`src/rtl/vc_drop_unit.sv`:
```
// Purpose: discards the next N response beats owed to squashed requests, passing survivors unchanged.
// Latency: zero-cycle combinational pass-through; the drop count updates on the rising clock edge.
// Backpressure: passes out_rdy to in_rdy while forwarding; always ready while discarding.
module vc_drop_unit #(
  parameter int p_msg_nbits = 32,
  parameter int p_max_drops = 4   // legal range 1..15
) (
  input  logic                   clk,
  input  logic                   reset,
  input  logic                   drop,
  input  logic [p_msg_nbits-1:0] in_msg,
  input  logic                   in_val,
  output logic                   in_rdy,
  output logic [p_msg_nbits-1:0] out_msg,
  output logic                   out_val,
  input  logic                   out_rdy,
  output logic                   drop_pending,
  output logic                   overflow
);

  localparam int CW = $clog2(p_max_drops + 1);
  localparam logic [CW-1:0] CNT_MAX = CW'(p_max_drops);
  localparam logic [CW-1:0] CNT_ONE = CW'(1);

  // Number of responses still owed a discard. The PASS/DROP state is
  // derived from this count (DROP whenever it is non-zero), so no separate
  // state register exists that could disagree with it.
  logic [CW-1:0] cnt;
  logic          overflow_q;

  logic in_drop_state;  // DROP state: at least one registered drop owed
  logic discarding;     // this cycle's beat, if any, is thrown away
  logic discard;        // a beat is actually consumed and discarded

  // A same-cycle drop pulse already claims the beat arriving with it, so
  // discarding is active in DROP or whenever drop is high. Reset forces the
  // plain PASS behaviour on the outputs regardless of drop.
  always_comb begin
    in_drop_state = (cnt != '0);
    discarding    = !reset && (in_drop_state || drop);
    discard       = discarding && in_val;
  end

  // Output steering: only the valid and ready handshake is gated, the
  // message bus is a straight wire.
  always_comb begin
    out_msg      = in_msg;
    out_val      = in_val && !discarding;
    in_rdy       = discarding ? 1'b1 : out_rdy;
    drop_pending = in_drop_state || drop;
    overflow     = overflow_q;
  end

  // Drop counter: next = cnt + drop - discard, saturating at the maximum
  // (which raises the sticky overflow flag) and never wrapping below zero.
  always_ff @(posedge clk or posedge reset) begin
    if (reset) begin
      cnt        <= '0;
      overflow_q <= 1'b0;
    end else begin
      if (drop && !discard) begin
        if (cnt == CNT_MAX) begin
          overflow_q <= 1'b1;
        end else begin
          cnt <= cnt + CNT_ONE;
        end
      end else if (!drop && discard && in_drop_state) begin
        cnt <= cnt - CNT_ONE;
      end
    end
  end

endmodule

```
`config.mk`:
```
export PLATFORM = sky130hd
export DESIGN_NAME = vc_drop_unit
export DESIGN_NICKNAME = d
export VERILOG_FILES = /design/src/rtl/vc_drop_unit.sv
export SDC_FILE = /design/constraint.sdc
export NUM_CORES = 1
export LEC_CHECK = 0
export ABC_AREA = 1
export CORE_UTILIZATION = 26
export CTS_CLUSTER_DIAMETER = 50
export CTS_CLUSTER_SIZE = 10
export DETAILED_ROUTE_END_ITERATION = 8
export GPL_TIMING_DRIVEN = 0
export PLACE_DENSITY_LB_ADDON = 0.08
export SLEW_MARGIN = 10
export SYNTH_ARGS = -nofsm -noshare
export SYNTH_HDL_FRONTEND = slang
export SYNTH_SLANG_ARGS = --single-unit
```
`constraint.sdc`:
```
create_clock -name clk -period 2.22 [get_ports clk]
set_input_delay 0.444 -clock clk [delete_from_list [all_inputs] [get_ports clk]]
set_output_delay 0.444 -clock clk [all_outputs]
set_load 0.02 [all_outputs]
```
; ---- Yosys cells after proc, flatten, opt, wreduce, memory -nomap -nowiden
; Cells that the tools add are included.
[word_totals]
reg_bits = 4
input_bits = 37
word_cells = 25
[op_classes]
add_sub_neg = 2
n_eq_ne = 2
muxes = 4
n_reduce_logical = 15
[ops]
columns = cell, count
row1 = $mux 3, 3
row2 = $logic_and 1x1->1, 6
row3 = $logic_not 1->1, 4
row4 = $reduce_and 2->1, 2
row5 = $add 3x1->3 const B, 1
row6 = $eq 3x3->1 const B, 1
row7 = $reduce_bool 3->1, 1
row8 = $sub 3x1->3 const B, 1
row9 = $ne 2x2->1 const B, 1
row10 = $reduce_bool 2->1, 1
row11 = $logic_or 1x1->1, 1
row12 = $mux 1, 1

; ---- Logic depth before layout (Yosys ltp)
; Gate-level depths: netlist (run 1).
[logic_depth]
word_depth = 8
ltp_mapped = 10
ltp_nobuf = 10

; ---- Worst setup path after synthesis (run 1)
; OpenSTA, ideal clock, no wires.
[synth_timing]
path_type = input to output
startpoint = in drop
endpoint = out out_val
arrival_time_ns = 1.388
setup_slack_ns = 0.388
path_stages = 3
cell_sequence = inv_1 -> nand3_1 -> a21boi_0
[synth_via]
elab_chain_cells = 4
[synth_lines]
columns = item, line_no
row1 = start: declaration, 10  ; input logic drop,
row2 = $logic_or 1x1->1, --
row3 = net drop_pending, 17  ; output logic drop_pending,
row4 = $logic_and 1x1->1, 40  ; discarding = !reset && (in_drop_state || drop);
row5 = $logic_not 1->1, 48  ; out_val = in_val && !discarding;
row6 = $logic_and 1x1->1, 48
row7 = end: declaration, 15  ; output logic out_val,
; The timed path passes the listed nets, and every way through them passes these cells.

; ---- Worst setup path in the final report (run 1)
[layout_timing]
startpoint = in drop
endpoint = out drop_pending
[layout_via]
elab_chain_cells = 1
[layout_lines]
columns = item, line_no
row1 = $logic_or 1x1->1, 50  ; drop_pending = in_drop_state || drop;
row2 = end: declaration, 17
; Every way passes these cells.

==> reports/summary.txt, run 1 <==
Outcome -> finished clean
Initial DRC count -> 7
Initial antenna violation count -> 0
Crit path max-delay family -> buffers and inverters
Ant diodes -> 0
Area leader, netlist -> buf_4
Share of cells above drive strength 1 -> 40.91%
CP Buf/Inv Count -> 3
Clock latency on the worst-skew pair -> 0.23 ns
Worst slew pin tran -> 0.2198 ns
Global Route Usage Sum -> 10.21%
Post-Synthesis Cell Area -> 524.3 µm²
CP startpoint -> drop
Num Clock Sinks -> 4
Ys Warns -> 0
Yosys top cell area share -> 45.82%
Detailed-router iteration count before antenna repair -> 4
# nets final -> 150
Cell count of the worst reg-to-reg path -> 7
Setup WS post-layout -> 0.04712 ns
Cell chain of the critical path -> clkdlybuf4s50_1 > inv_1 > nand3_1 > clkdlybuf4s50_1
# Max-Cap Violations -> 0
Crit path launch type -> input port
CTS Buffer Depth -> 2
PortBufs -> 40
CP Max Fanout -> 3
Routed vias -> 551
CTS root buf -> clkbuf_4
WL/cell -> 9.563 µm
Slew margin rel. -> 85.30%
Die area -> 2200 µm²
R2R setup slack -> 0.90 ns
Fmax -> 460.2 MHz
Slowest cell on crit path -> clkdlybuf4s50_1
Yosys reg bits -> 4
Overflow after GRT -> 0
ANT nets after route -> 0
Post-CTS sizing -> 2
Worst path depth -> 4
Worst-path clk slew -> 0.04 ns
Final setup vio count -> 0
Min Tclk post-route -> 2.173 ns
Netlist cell types -> 14
Die Wd -> 46.91 µm
Fin crit share -> 97.88%
Die Span Y -> 46.91 µm
Postcts setup bufs -> 0
Post-Syn Nets -> 105
RR Endpoint -> cnt[2]$_DFFE_PP0P_
TritonCTS clock tree -> built
Largest net degree at the start of global routing -> 9
First-pass GRT wire length -> 1580 µm
Hold buffers post-CTS -> 0
Htree depth -> 1
Critical path class -> in2out
Post-synth EDFFs -> 0
FF-to-FF Start -> cnt[0]$_DFFE_PP0P_
Site Rows -> 15
Commonest cells in the synthesized netlist -> buf_4, nand2_1
Vias in the first global route -> 434
Layout area overhead -> 86.16%
Non-Filler Instances -> 135
Leak -> 0.4758 nW
Via density per instance -> 4.081
Critical path's most frequent cell -> clkdlybuf4s50_1
Final hold vios -> 0
RePlAce Congestion -> 0.7706
Pre-CTS setup slack -> -0.1380 ns
Top post-synthesis cells by area -> buf_4, dfrtp_1, nand2_1
Gate Count Post-Synth -> 67
P per Cell Area -> 614.8 nW/µm²
Num CTS Buffers -> 3
Sequential fraction of the synthesis area -> 19.09%
Synth async-reset ratio -> 100.0%
Total core area -> 1802 µm²
Final wirelength -> 1291 µm
Dominant synthesized flop cell -> dfrtp_1
Placed Cells -> 132
Final Max Slew Viols -> 0
CP Capture Type -> output pin
Starting Density -> 29.10%
Worst EP required -> 1.78 ns
Worst setup path end -> drop_pending
Clock skew -> 0.005050 ns
Unrepaired setup endpoints after global routing -> false
Count leader, synth -> buf_4
Hold crit path type -> in2async
Highest cell delay on the worst timing path -> 0.62 ns
Syn Area/Cell -> 7.825 µm²
Crit path DAT -> 1.73 ns
Max IR drop VDD -> 0.4628 mV
I/O pins -> 73
Drt drc -> 0
-- layout by cell type (no fill, tap or decap), drive strengths merged --
master,n
clkbuf,3
o21bai,1
nor2,1
dlygate4sd2,2
nand2,14
nand4,1
fa,1
nand3,4
a21oi,1
dfrtp,4
a21boi,1
inv,6
clkdlybuf4s50,38
buf,32
a21o,1
-- power by group --
group / internal [mW] / switching, mW
clock: 0.0603 / 0.0281
sequential: 0.111 / 0.0362
combinational: 0.182 / 0.183
total: 0.352 / 0.248
-- worst min path at each step --
| stage | start | end | slack, ns | cells past startpoint |
|---|---|---|---|---|
| final | reset | cnt[0]$_DFFE_PP0P_ | 0.43 | 2 |
| after global placement | overflow$_DFFE_PP0P_ | overflow$_DFFE_PP0P_ | 0.47 | 1 |
| after CTS | reset | cnt[0]$_DFFE_PP0P_ | 0.43 | 2 |
| after detailed placement | overflow$_DFFE_PP0P_ | overflow$_DFFE_PP0P_ | 0.48 | 1 |
| after global routing | reset | cnt[0]$_DFFE_PP0P_ | 0.44 | 2 |
| after floorplan | reset | cnt[0]$_DFFE_PP0P_ | 0.22 | 1 |
-- flip-flops by register name, indices dropped and copies added, names as in the netlist --
name,cells
overflow,1
cnt,3
-- per-layer routing --
layer	vias up	GRT usage, %	share of wire [%]
li1	263	-	-
met3	4	1.923	18
met4	0	8.571	2.3
met2	52	18.61	46
met1	232	9.790	34
met5	-	0	0
-- layout make-up --
| type | count | area (µm²) |
|---|---|---|
| inverters | 6 | 22.52 |
| repair buffers | 40 | 397.9 |
| plain buffers | 32 | 240.2 |
| flip-flops and latches | 4 | 100.1 |
| clock buffers | 3 | 22.52 |
| multi-input cells | 25 | 161.4 |
| well taps | 25 | 31.28 |
| fillers | 172 | 825.8 |
-- kinds of logic after synthesis --
kind of cell,share of synthesized area (%)
DFF,19.09
adders and majority gates,3.819
buffers and inverters,50.12
AOI/OAI and AO/OA,7.639
and+or+nand+nor,19.33
-- stage by stage --
step           hold slack [ns]  util (%)  TNS, ns  area [µm²]  power (mW)
3_3_place_gp            0.4667     53.06  -0.2397       955.9      0.5121
6_report                0.4343     54.17        0       975.9      0.6000
4_1_cts                 0.4280     54.17        0       975.9      0.6105
3_5_place_dp            0.4792     53.06  -0.2183       955.9      0.5192
5_1_grt                 0.4370     54.17        0       975.9      0.6473
2_1_floorplan           0.2214         -        0       524.3      0.3839
Power figures use the tool's default switching activity.
==> run 2: changes to the inputs <==
Settings changed: CORE_ASPECT_RATIO set to 0.7, MAX_ROUTING_LAYER set to met4.
==> run 2 against run 1 <==
Effect of this change: combinational power down 2%; setup slack better by 0.078 ns; wire length down 11%; global-route usage up 0.80 points; power down 1.2%; clock skew down 0.0041 ns; count of clock-buffer cells in the layout unchanged; clock power about the same; register-to-register slack about the same; cell count down 2.2%; sequential power about the same; sequential cell count unchanged.
==> reports/summary.txt, run 2 (same netlist as run 1, synthesis figures left out) <==
Outcome -> finished clean (unchanged)
Die Wd -> 55.67 µm (was 46.91 µm)
Htree depth -> 1 (unchanged)
Filler Cell Count -> 177 (was 172)
Placed Cells -> 129 (was 132)
Cell chain of the critical path -> clkdlybuf4s50_1 > inv_1 > nand3_1 > a21o_2 > dlygate4sd2_1 (was clkdlybuf4s50_1 > inv_1 > nand3_1 > clkdlybuf4s50_1)
Site Rows -> 13 (was 15)
Worst EP required -> 1.78 ns (about the same)
CTS Buffer Depth -> 2 (unchanged)
Postcts setup bufs -> 0 (unchanged)
Ant diodes -> 0 (unchanged)
CP Buf/Inv Count -> 3 (unchanged)
Final wirelength -> 1146 µm (was 1291 µm)
Crit path max-delay family -> buffers and inverters (unchanged)
Share of cells above drive strength 1 -> 40.91% (unchanged)
Fmax -> 477.5 MHz (was 460.2 MHz)
Hold crit path type -> in2async (unchanged)
CTS root buf -> clkbuf_4 (unchanged)
RR Endpoint -> cnt[2]$_DFFE_PP0P_ (unchanged)
Vias in the first global route -> 410 (was 434)
Final hold vios -> 0 (unchanged)
PortBufs -> 40 (unchanged)
Layout area overhead -> 85.92% (was 86.16%)
WL/cell -> 8.682 µm (was 9.563 µm)
# nets final -> 150 (unchanged)
Drt drc -> 0 (unchanged)
P per Cell Area -> 608.4 nW/µm² (was 614.8 nW/µm²)
I/O pins -> 73 (unchanged)
Final instance area -> 974.7 µm² (was 975.9 µm²)
Non-Filler Instances -> 132 (was 135)
Total core area -> 1871 µm² (was 1802 µm²)
Cell count of the worst reg-to-reg path -> 7 (unchanged)
Initial antenna violation count -> 0 (unchanged)
Routed vias -> 525 (was 551)
Num CTS Buffers -> 3 (unchanged)
Setup WS post-layout -> 0.1256 ns (was 0.04712 ns)
Worst slew pin tran -> 0.2235 ns (was 0.2198 ns)
Final Max Slew Viols -> 0 (unchanged)
R2R setup slack -> 0.90 ns (about the same)
Starting Density -> 28.03% (was 29.10%)
Hold buffers post-CTS -> 0 (unchanged)
Via density per instance -> 3.977 (was 4.081)
Unrepaired setup endpoints after global routing -> false (unchanged)
Worst-path clk slew -> 0.04 ns (about the same)
# Max-Cap Violations -> 0 (unchanged)
TritonCTS clock tree -> built (unchanged)
Die area -> 2203 µm² (was 2200 µm²)
Crit path launch type -> input port (unchanged)
Slew margin rel. -> 85.05% (was 85.30%)
Max reg flops -> 3 (unchanged)
Slowest cell on crit path -> clkdlybuf4s50_1 (unchanged)
Highest cell delay on the worst timing path -> 0.40 ns (was 0.62 ns)
Global Route Usage Sum -> 11.01% (was 10.21%)
Leak -> 0.4774 nW (was 0.4758 nW)
RePlAce Congestion -> 0.7545 (was 0.7706)
Clock latency on the worst-skew pair -> 0.23 ns (about the same)
Fin crit share -> 94.34% (was 97.88%)
Detailed-router iteration count before antenna repair -> 4 (unchanged)
Largest net degree at the start of global routing -> 9 (unchanged)
Min Tclk post-route -> 2.094 ns (was 2.173 ns)
Placed cell areas -> 952.2 µm² (was 955.9 µm²)
Clock skew -> 0.0009303 ns (was 0.005050 ns)
Final setup vio count -> 0 (unchanged)
ANT nets after route -> 0 (unchanged)
Overflow after GRT -> 0 (unchanged)
FF-to-FF Start -> cnt[0]$_DFFE_PP0P_ (unchanged)
Commonest non-fill, non-tap cell in the layout -> clkdlybuf4s50_1 (unchanged)
Crit path DAT -> 1.65 ns (was 1.73 ns)
Max IR drop VDD -> 0.4138 mV (was 0.4628 mV)
First-pass GRT wire length -> 1718 µm (was 1580 µm)
Initial DRC count -> 3 (was 7)
Num Clock Sinks -> 4 (unchanged)
Setup TNS -> 0 ns (unchanged)
Pre-CTS setup slack -> -0.1703 ns (was -0.1380 ns)
Critical path class -> in2out (unchanged)
CP Max Fanout -> 3 (unchanged)
Post-DP HPWL -> 1017 µm
Most frequent cells in the layout -> clkdlybuf4s50_1, buf_4, nand2_1 (unchanged)
Biggest register -> cnt (unchanged)
CP Capture Type -> output pin (unchanged)
Die Span Y -> 39.57 µm (was 46.91 µm)
## run 2: changes by cell type in the layout (fill, tap and decap cells not counted), sizes merged
cell,before,now
clkdlybuf4s50,38,37
dlymetal6s2s,0,1
## run 2: area by class of cell
type                       instances  area, µm²  area share, %
timing repair buffer              40      400.4          41.08
buffer                            32      240.2          24.65
multi-input combinational         25      161.4          16.56
sequential                         4      100.1          10.27
tap                               22      27.53          2.824
clock buffer                       3      22.52          2.311
inverter                           6      22.52          2.311
## run 2: worst max path at each step
| stage | from | to | cells past startpoint |
|---|---|---|---|
| final | drop | in_rdy | 5 |
| after global routing | drop | out_val | 5 |
| after CTS | drop | drop_pending | 4 |
| after detailed placement | drop | out_val | 5 |
| after global placement | drop | out_val | 5 |
| after floorplan | drop | out_val | 3 |
## run 2: metal layers
layer	vias to the layer above	track usage [%]	routed length, µm
met2	39	18.67	555
li1	260	-	-
met1	224	11.50	445
met4	0	1.875	4
met3	2	6.601	140
met5	-	-	0
## run 2: repair_timing
item                                    CTS  global route
pin swaps                                 0             0
endpoints found under the setup margin    2             1
gates resized for setup                   2             1
cloned                                    0             0
## run 2: stage by stage
stage / power, mW / utilization, % / hold slack [ns]
2_1_floorplan: 0.3839 / - / 0.2214
6_report: 0.5930 / 52.11 / 0.4484
4_1_cts: 0.6046 / 51.97 / 0.4505
5_1_grt: 0.6493 / 52.11 / 0.4585
3_3_place_gp: 0.5096 / 50.90 / 0.4657
3_5_place_dp: 0.5132 / 50.90 / 0.4789
## run 2: worst reg2reg max path, stage by stage (launching register included)
cell     delay (ns)
dfrtp_1        0.43
fa_1           0.45
inv_1          0.08
nand2_2        0.05
nand2_2        0.06
nand2_1        0.05
nand2_1        0.05
nand2_1        0.04
## run 2: report_power, final
group | leakage [nW] | total [mW] | internal, mW | switching [mW]
Clock | 0.0138 | 0.0882 | 0.0603 | 0.0278
Sequential | 0.0462 | 0.148 | 0.111 | 0.0373
Combinational | 0.417 | 0.357 | 0.180 | 0.177
